**config.mk**
```make
export PLATFORM = sky130hd
export DESIGN_NAME = mips_cpu_bus_arbiter
export DESIGN_NICKNAME = d
export VERILOG_FILES = /design/src/rtl/mips_cpu_bus_arbiter.sv
export SDC_FILE = /design/constraint.sdc
export NUM_CORES = 1
export LEC_CHECK = 0
export BUFFER_PORTS_ARGS = -buffer_cell sky130_fd_sc_hd__buf_2
export CELL_PAD_IN_SITES_DETAIL_PLACEMENT = 1
export CELL_PAD_IN_SITES_GLOBAL_PLACEMENT = 1
export CORE_UTILIZATION = 30
export DETAILED_ROUTE_END_ITERATION = 8
export GPL_TIMING_DRIVEN = 1
export PLACE_DENSITY_LB_ADDON = 0.1
export SLEW_MARGIN = 5
export SYNTH_ARGS = -nofsm -noshare
export SYNTH_HDL_FRONTEND = slang
export SYNTH_SLANG_ARGS = --single-unit
```
**constraint.sdc**
```tcl
create_clock -name clk -period 2.17 [get_ports clk]
set_input_delay 0.651 -clock clk [delete_from_list [all_inputs] [get_ports clk]]
set_output_delay 0.651 -clock clk [all_outputs]
set_load 0.05 [all_outputs]
```
**src/rtl/mips_cpu_bus_arbiter.sv**
```systemverilog
// Shares one Avalon-style slave between the MIPS instruction-fetch and data ports.
// Each grant latches the command, drives it to the slave and completes it back to its owner.
`timescale 1ns/1ps
module mips_cpu_bus_arbiter #(
  parameter int ADDR_WIDTH    = 32,
  parameter bit PRIORITY_DATA = 1'b1,
  parameter int WAIT_TIMEOUT  = 255
) (
  input  logic                  clk,
  input  logic                  rst_n,
  input  logic                  i_read,
  input  logic [ADDR_WIDTH-1:0] i_address,
  input  logic [3:0]            i_byteenable,
  output logic                  i_waitrequest,
  output logic [31:0]           i_readdata,
  input  logic                  d_read,
  input  logic                  d_write,
  input  logic [ADDR_WIDTH-1:0] d_address,
  input  logic [3:0]            d_byteenable,
  input  logic [31:0]           d_writedata,
  output logic                  d_waitrequest,
  output logic [31:0]           d_readdata,
  output logic                  s_read,
  output logic                  s_write,
  output logic [ADDR_WIDTH-1:0] s_address,
  output logic [3:0]            s_byteenable,
  output logic [31:0]           s_writedata,
  input  logic                  s_waitrequest,
  input  logic [31:0]           s_readdata,
  output logic                  bus_error
);

  localparam int CW = ($clog2(WAIT_TIMEOUT + 1) > 8) ? $clog2(WAIT_TIMEOUT + 1) : 8;
  localparam logic [CW-1:0] CNT_LAST = CW'(WAIT_TIMEOUT - 1);

  typedef enum logic [1:0] {ST_IDLE, ST_CMD, ST_RESP} state_t;

  state_t                  state_q, state_d;
  logic                    owner_q, owner_d;   // 1 = data port
  logic                    rr_q, rr_d;         // 1 = data wins next contention
  logic [ADDR_WIDTH-1:0]   addr_q, addr_d;
  logic [3:0]              be_q, be_d;
  logic [31:0]             wdata_q, wdata_d;
  logic                    op_rd_q, op_rd_d;
  logic                    op_wr_q, op_wr_d;
  logic [CW-1:0]           cnt_q, cnt_d;
  logic                    abort_q, abort_d;
  logic                    err_pulse_q, err_pulse_d;
  logic                    bus_err_q, bus_err_d;

  logic d_legal, d_illegal, grant_sel;

  // The edge that ends an error pulse still sees the offending request; mask it.
  assign d_legal   = (d_read ^ d_write) && !err_pulse_q;
  assign d_illegal = d_read && d_write && !err_pulse_q;

  always_ff @(posedge clk or negedge rst_n) begin
    if (!rst_n) begin
      state_q     <= ST_IDLE;
      owner_q     <= 1'b0;
      rr_q        <= PRIORITY_DATA;
      addr_q      <= '0;
      be_q        <= '0;
      wdata_q     <= '0;
      op_rd_q     <= 1'b0;
      op_wr_q     <= 1'b0;
      cnt_q       <= '0;
      abort_q     <= 1'b0;
      err_pulse_q <= 1'b0;
      bus_err_q   <= 1'b0;
    end else begin
      state_q     <= state_d;
      owner_q     <= owner_d;
      rr_q        <= rr_d;
      addr_q      <= addr_d;
      be_q        <= be_d;
      wdata_q     <= wdata_d;
      op_rd_q     <= op_rd_d;
      op_wr_q     <= op_wr_d;
      cnt_q       <= cnt_d;
      abort_q     <= abort_d;
      err_pulse_q <= err_pulse_d;
      bus_err_q   <= bus_err_d;
    end
  end

  always_comb begin
    state_d     = state_q;
    owner_d     = owner_q;
    rr_d        = rr_q;
    addr_d      = addr_q;
    be_d        = be_q;
    wdata_d     = wdata_q;
    op_rd_d     = op_rd_q;
    op_wr_d     = op_wr_q;
    cnt_d       = cnt_q;
    abort_d     = abort_q;
    err_pulse_d = 1'b0;
    bus_err_d   = bus_err_q;
    grant_sel   = 1'b0;
    case (state_q)
      ST_IDLE: begin
        if (d_illegal) begin
          bus_err_d   = 1'b1;
          err_pulse_d = 1'b1;
        end
        if (i_read || d_legal) begin
          grant_sel = (i_read && d_legal) ? rr_q : d_legal;
          if (i_read && d_legal) rr_d = ~rr_q;
          state_d = ST_CMD;
          owner_d = grant_sel;
          cnt_d   = '0;
          abort_d = 1'b0;
          if (grant_sel) begin
            addr_d  = d_address;
            be_d    = d_byteenable;
            wdata_d = d_writedata;
            op_rd_d = d_read;
            op_wr_d = d_write;
          end else begin
            addr_d  = i_address;
            be_d    = i_byteenable;
            wdata_d = '0;
            op_rd_d = 1'b1;
            op_wr_d = 1'b0;
          end
        end
      end
      ST_CMD: begin
        if (!s_waitrequest) begin
          state_d = ST_RESP;
        end else if (cnt_q == CNT_LAST) begin
          state_d   = ST_RESP;
          abort_d   = 1'b1;
          bus_err_d = 1'b1;
        end else begin
          cnt_d = cnt_q + CW'(1);
        end
      end
      ST_RESP: state_d = ST_IDLE;
      default: state_d = ST_IDLE;
    endcase
  end

  always_comb begin
    s_read        = (state_q == ST_CMD) && op_rd_q;
    s_write       = (state_q == ST_CMD) && op_wr_q;
    s_address     = addr_q;
    s_byteenable  = be_q;
    s_writedata   = wdata_q;
    bus_error     = bus_err_q;
    i_waitrequest = !((state_q == ST_RESP) && !owner_q);
    d_waitrequest = !(((state_q == ST_RESP) && owner_q) || err_pulse_q);
    i_readdata    = '0;
    d_readdata    = '0;
    // Aborted transfers and writes return zero; reads pass the slave data straight through.
    if ((state_q == ST_RESP) && op_rd_q && !abort_q) begin
      if (owner_q) d_readdata = s_readdata;
      else         i_readdata = s_readdata;
    end
  end

endmodule

```
==> results of run 1 <==
==> final cells by class <==
| type | count | share of cell area |
|---|---|---|
| inverters | 4 | 0.00216 |
| well taps | 176 | 0.0317 |
| repair buffers | 301 | 0.324 |
| clock inverters | 6 | 0.0124 |
| multi-input cells | 268 | 0.289 |
| flip-flops and latches | 85 | 0.306 |
| clock buffers | 10 | 0.0344 |
==> power groups by stage <==
stage	clock network (uW)	logic, uW	registers, uW
after floorplan	0	2220	4910
after global placement	0	5930	2690
after detailed placement	0	6020	2710
after CTS	1720	6370	2700
after global routing	1800	6810	2800
final	1680	6460	2700
==> kinds of logic (layout without fill, tap and decap cells) <==
family,after synthesis,in the layout,share of synthesized area
flops,85,85,0.521
mux,37,37,0.0909
compound gates,89,89,0.151
buf+inv,30,321,0.0340
simple gates,138,138,0.192
xor+xnor,1,1,0.00214
fa+ha+maj,3,3,0.00918
==> worst max-delay path: stages, from the launching register on <==
cell      delay (ns)
dfrtp_2         0.39
and2b_2         0.25
nand2b_4        0.07
nor3b_4         0.19
buf_6           0.16
buf_12          0.13
and2_4          0.15
buf_8           0.14
==> metrics by stage <==
stage                     TNS, ns  hold slack (ns)  utilization  area (sq um)
final                      -17.04            0.318        0.525          6950
after global routing       -22.11            0.376        0.525          6950
after CTS                  -18.35            0.364        0.512          6790
after detailed placement    -2.85            0.467        0.447          5920
after global placement      -1.45            0.453        0.447          5920
after floorplan            -0.833            0.355            -          4240
==> timing repair <==
action / 4_1_cts / 5_1_grt
resized for setup: 155 / 44
buffers inserted: 3 / 1
endpoints found under the setup margin: 66 / 66
gates cloned: 2 / 1
pin swaps: 6 / 16
==> cell usage after synthesis, types with 2 or more instances <==
master and instances:
a21oi_1 7, a22o_1 33, a31oi_1 2, and2_1 66, and3_1 2, buf_2 15
clkbuf_1 7, clkbuf_2 3, dfrtp_1 84, ha_1 3, inv_1 4, mux2i_1 36
nand2_1 38, nand2b_1 3, nand3_1 7, nor2_1 5, nor2b_1 3, nor3_1 2
o21a_1 2, o21ai_0 38, o21ai_1 2
==> layer usage <==
layer / GRT usage / wire length [microns] / up-vias
met3: 0.0550 / 876 / 16
met2: 0.371 / 7960 / 139
met5: 0 / 0 / -
li1: - / - / 1906
met4: 0.0728 / 221 / 0
met1: 0.233 / 5440 / 1928
==> registers in the layout (all words and copies together), names as in the netlist, 2 cells and up <==
name          flops
s_address        32
s_writedata      32
state_q           2
cnt_q             8
s_byteenable      4
==> how the worst min path moves through the flow <==
| stage | slack (ns) | cells after the start | from | endpoint |
|---|---|---|---|---|
| finish | 0.32 | 2 | rst_n | s_address[26] |
| detailed placement | 0.47 | 2 | s_address[16] | s_address[16] |
| global route | 0.38 | 2 | rst_n | s_address[26] |
| floorplan | 0.36 | 0 | rst_n | abort_q |
| global placement | 0.45 | 1 | bus_error | bus_error |
| CTS | 0.36 | 2 | rst_n | err_pulse_q |
==> summary.md, run 1 <==
| Metric | Value |
|---|---|
| Root Buffer | `clkbuf_16` |
| Data required time of the critical path | `between 1.5 and 2 ns` |
| Die Wd | `119 microns` |
| Crit Reg-Reg Startpoint | `state_q[1]` |
| P_int | `approximately 5300 uW` |
| Fin crit share | `1.15` |
| Clock Latency Late Sink | `around 0.34 ns` |
| Crit path capture type | `output pin` |
| Port Buf Inserts | `approximately 280` |
| Leak | `0.00370 uW` |
| Num CTS Buffers | `9` |
| Dominant cell type by area after synthesis | `dfrtp_1` |
| Die Y | `approximately 120 microns` |
| Pre-CTS setup slack | `-0.0684 ns` |
| Maximum VDD drop | `roughly 0.00072 V` |
| HPWL Detailed | `roughly 10 mm` |
| Worst setup path endpoint | `i_readdata[19]` |
| Leading cell type in the layout, fill and taps excluded | `buf_2` |
| Initial antenna violation count | `0` |
| WL/cell | `17.1 microns` |
| CTS Hold Bufs | `0` |
| Combinational cell fraction of total power | `0.596` |
| Max clock buf depth | `2` |
| Via count | `roughly 4000` |
| Violated checks | `negative setup slack` |
| Run status | `finished, violations left` |
| Top cells by area, synth | `dfrtp_1 51%, and2_1 10%, mux2i_1 8.8%` |
| Most frequent cells in the layout | `211 x buf_2, 83 x dfrtp_1, 47 x and2_4` |
| Crit-path max FO | `11` |
| H-tree depth | `3` |
| Crit path from | `state_q[0]` |
| Worst-Margin Slew | `0.476 ns` |
| Routed WL | `around 14 mm` |
| Switch Pwr | `between 5000 and 6000 uW` |
| Starting Density | `0.309` |
| Final WS setup | `-0.321 ns` |
| Switch share | `0.507` |
| Startpoint types | `register` |
| GRT Total Usage | `0.206` |
| Number of global-route vias before repair | `between 4000 and 5000` |
| Layout net count | `between 800 and 900` |
| Via-per-instance ratio | `4.69` |
| Detailed-route DRC error count | `0` |
| Register area share after synthesis | `0.521` |
| Fraction of layout cells with a size suffix above 1 | `0.593` |
| Gr ovfl total | `0` |
| Setup violators final | `64` |
| Synth warn | `0` |
| PD cells | `between 1500 and 2000 nW/um^2` |
| Syn Std Cell Area | `about 4100 sq um` |
| Async SR Flop Fraction | `1.00` |
| Post-route ant nets | `0` |
| CP Class | `reg -> out` |
| RR Endpoint | `cnt_q[5]` |
| RSZ-0062 raised after global routing | `yes` |
| Core Rows | `42` |
| Drt first pass iters | `4` |
| IO Count | `around 280` |
| CTS tree | `done` |
| Worst hold path type | `in -> async` |
| Final Max Tran Viols | `0` |
| Filler cells | `1482` |
| Reg power frac | `0.249` |
| Final hold vios | `0` |
| Clock network fraction of total power | `0.155` |
| Max-Cap Viols | `0` |
| Die area | `about 14000 sq um` |
| Clock sink total | `85` |
| Core area | `13200 sq um` |
| Largest net degree at the start of global routing | `86` |
| Post-Syn Nets | `around 530` |
| Seq cells post-synth | `85` |
| Max_slew headroom | `0.683` |
| Dpl cells | `about 830` |
| Clk slew on worst S/H paths | `0.06 ns` |
| Worst Skew | `between 0.007 and 0.008 ns` |
| Syn-to-layout area delta | `70.0%` |
| Reg2reg setup slack | `about 0.33 ns` |
| R2r worst-path depth | `6` |
| Finished Layout Cells | `850` |
| Syn Area/Cell | `10.7 sq um` |
| Post-synth EDFFs | `0` |
| Most used DFF post-synth | `dfrtp_1` |
| CP arrival | `about 1.8 ns` |
| Routability cong. | `~0.75` |
| Post-synth top area share | `0.514` |
| Seq. cell area | `2130 sq um` |
| Detailed Route Iter0 Violations | `between 100 and 150` |
| Minimum clock period | `about 2.5 ns` |
| First-pass GRT wire length | `22.7 mm` |
| Combined area of the multi-input logic cells | `between 2000 and 2500 sq um` |
| Final Total Pwr | `roughly 11000 uW` |
| Mapped Cells | `between 300 and 400` |
| Library cells used by synthesis | `42` |
| Antenna cells | `0` |
| Max Fclk | `approximately 0.4 GHz` |
(Power assumes the default switching activity.)
==> run 2, diff against run 1 <==
Settings changed: CORE_UTILIZATION 30 to 32.
Clock period 2.17 ns to 3.1 ns, I/O delays scaled along.
==> run 2 against run 1 <==
Final cell count is 2.8% lower. Routed wire length is 11% lower. Clock skew hardly changed. The flow now finishes without violations. Die area is 6.1% lower. Largest power group unchanged. Worst hold slack better by 0.15 ns.
==> summary.md, run 2 (synthesis gave the netlist of run 1 again) <==
| Metric | Value |
|---|---|
| Worst hold path type | `reg -> reg (was in -> async)` |
| CP arrival | `2.00 ns (was 1.84 ns)` |
| Met2 Track Usage GR | `0.356 (was 0.371)` |
| Die Wd | `115 microns (was 119 microns)` |
| Final hold vios | `0 (unchanged)` |
| Gr ovfl total | `0 (unchanged)` |
| Initial antenna violation count | `0 (unchanged)` |
| CTS Hold Bufs | `0 (unchanged)` |
| Max-Cap Viols | `0 (unchanged)` |
| Setup bufs post-CTS | `0 (was 3)` |
| Fin crit share | `0.945` |
| Critical path's largest stage delay | `0.47 ns (was 0.39 ns)` |
| Worst Skew | `0.00767 ns (was 0.00719 ns)` |
| Core area | `12200 sq um (was 13200 sq um)` |
| Detailed-route DRC error count | `0 (unchanged)` |
| Worst-Margin Slew | `0.552 ns (was 0.476 ns)` |
| Starting Density | `0.335 (was 0.309)` |
| CP Cell Sequence | `and2b_1 > nand2b_1 > nor3b_2 > buf_6 > and2_1 > buf_2 (was and2b_2 > nand2b_4 > nor3b_4 > buf_6 > buf_12 > and2_4 > buf_8)` |
| Maximum VDD drop | `0.000710 V (was 0.000718 V)` |
| Max clock buf depth | `2 (unchanged)` |
| Startpoint types | `register (unchanged)` |
| PD cells | `1170 nW/um^2 (was 1560 nW/um^2)` |
| Antenna cells | `0 (unchanged)` |
| Routed WL | `12.9 mm (was 14.5 mm)` |
| Max_slew headroom | `0.632 (was 0.683)` |
| Met3 usage | `0.0633 (was 0.0550)` |
| CTS resizes | `0 (was 155)` |
| Hold slack final | `0.469 ns (was 0.318 ns)` |
| RSZ-0062 raised after global routing | `no (was yes)` |
| Num CTS Buffers | `9 (unchanged)` |
| Total Neg Setup Slack | `0 ns (was -17.04 ns)` |
| Fraction of layout cells with a size suffix above 1 | `0.476 (was 0.593)` |
| CTS tree | `done (unchanged)` |
| Max Fclk | `around 0.34 GHz` |
| Filler cells | `1507 (was 1482)` |
| Die Y | `115 microns (was 119 microns)` |
| Largest net degree at the start of global routing | `46 (was 86)` |
| Clock sink total | `85 (unchanged)` |
| Minimum clock period | `about 2.9 ns` |
| GRT Total Usage | `0.200 (was 0.206)` |
| Detailed Route Iter0 Violations | `132 (was 141)` |
| H-tree depth | `3 (unchanged)` |
| Root Buffer | `clkbuf_16 (unchanged)` |
| Post-route ant nets | `0 (unchanged)` |
| Crit-path max FO | `32 (was 11)` |
| Met1 global-route usage | `0.222 (was 0.233)` |
| Number of global-route vias before repair | `4061 (was 4257)` |
| Routability cong. | `0.712 (was 0.752)` |
| Leading cell type in the layout, fill and taps excluded | `buf_2 (unchanged)` |
| Via count | `3875 (was 3989)` |
| CP Class | `reg -> out (unchanged)` |
| Via-per-instance ratio | `4.69 (about the same)` |
| Layout net count | `799 (was 814)` |
| Clock Latency Late Sink | `0.34 ns (about the same)` |
| Leak | `0.00341 uW (was 0.00370 uW)` |
| HPWL Detailed | `10.1 mm (about the same)` |
| Syn-to-layout area delta | `46.9% (was 70.0%)` |
| Drt first pass iters | `4 (unchanged)` |
| Core Rows | `40 (was 42)` |
| Setup violators final | `0 (was 64)` |
| Most frequent cells in the layout | `277 x buf_2, 84 x dfrtp_1, 66 x and2_1 (was 211 x buf_2, 83 x dfrtp_1, 47 x and2_4)` |
| Crit path capture type | `output pin (unchanged)` |
| Seq. cell area | `2130 sq um (about the same)` |
| Worst path slowest cell | `dfrtp_1 (was dfrtp_2)` |
| Run status | `complete, no violations (was finished, violations left)` |
| Port Buf Inserts | `278 (unchanged)` |
| First-pass GRT wire length | `20.3 mm (was 22.7 mm)` |
| Data required time of the critical path | `2.17 ns (was 1.52 ns)` |
| Final Max Tran Viols | `0 (unchanged)` |
| Combined area of the multi-input logic cells | `1840 sq um (was 2010 sq um)` |
| WL/cell | `15.6 microns (was 17.1 microns)` |
| IO Count | `279 (unchanged)` |
| Top Usage Layer GRT | `met2 (unchanged)` |
| Clk slew on worst S/H paths | `0.06 ns (about the same)` |
| Die area | `13200 sq um (was 14100 sq um)` |
## run 2: final timing paths
check | start | end | slack (ns) | depth (start not counted)
min reg2reg | bus_error | bus_error | 0.47 | 1
max | state_q[0] | i_readdata[15] | 0.17 | 6
max reg2reg | err_pulse_q | s_writedata[10] | 1.39 | 5
min | bus_error | bus_error | 0.47 | 1
min in group asynchronous | rst_n | s_address[24] | 0.56 | 1
max in group asynchronous | rst_n | s_byteenable[3] | 1.89 | 2
## run 2: worst max-delay path, delay by kind of cell, from the launching register on
family	cells	cell delay [ns]
flip-flops	1	0.47
buffers and inverters	2	0.48
AND/OR/NAND/NOR	4	0.70
## run 2: cell type report
type / count / area share
clock buffers: 9 / 0.0375
clock inverters: 6 / 0.0148
inverters: 4 / 0.00250
multi-input cells: 268 / 0.307
flip-flops and latches: 85 / 0.354
well taps: 168 / 0.0350
repair buffers: 286 / 0.249
## run 2: stage by stage
step / util / power (uW) / setup WS (ns) / area (sq um) / instances
after floorplan: - / 4890 / 0.154 / 4090 / 383
after detailed placement: 0.466 / 5950 / 0.463 / 5690 / 811
after global placement: 0.466 / 5860 / 0.504 / 5690 / 811
after global routing: 0.492 / 7440 / 0.0285 / 6010 / 826
final: 0.492 / 7050 / 0.170 / 6010 / 826
after CTS: 0.492 / 7140 / 0.0977 / 6000 / 826
## run 2: routing by layer
metal	share of wire	wire (microns)	up-vias
met5	0	0	-
met4	0.020	253	0
met3	0.067	870	18
met2	0.52	6780	147
met1	0.39	5020	1842
li1	-	-	1868
## run 2: where the power goes
part	leakage [uW]	switching [uW]	internal, uW
clock	0.000147	450	701
sequential	0.00108	297	1610
combinational	0.00219	2990	1000
total	0.00341	3730	3310
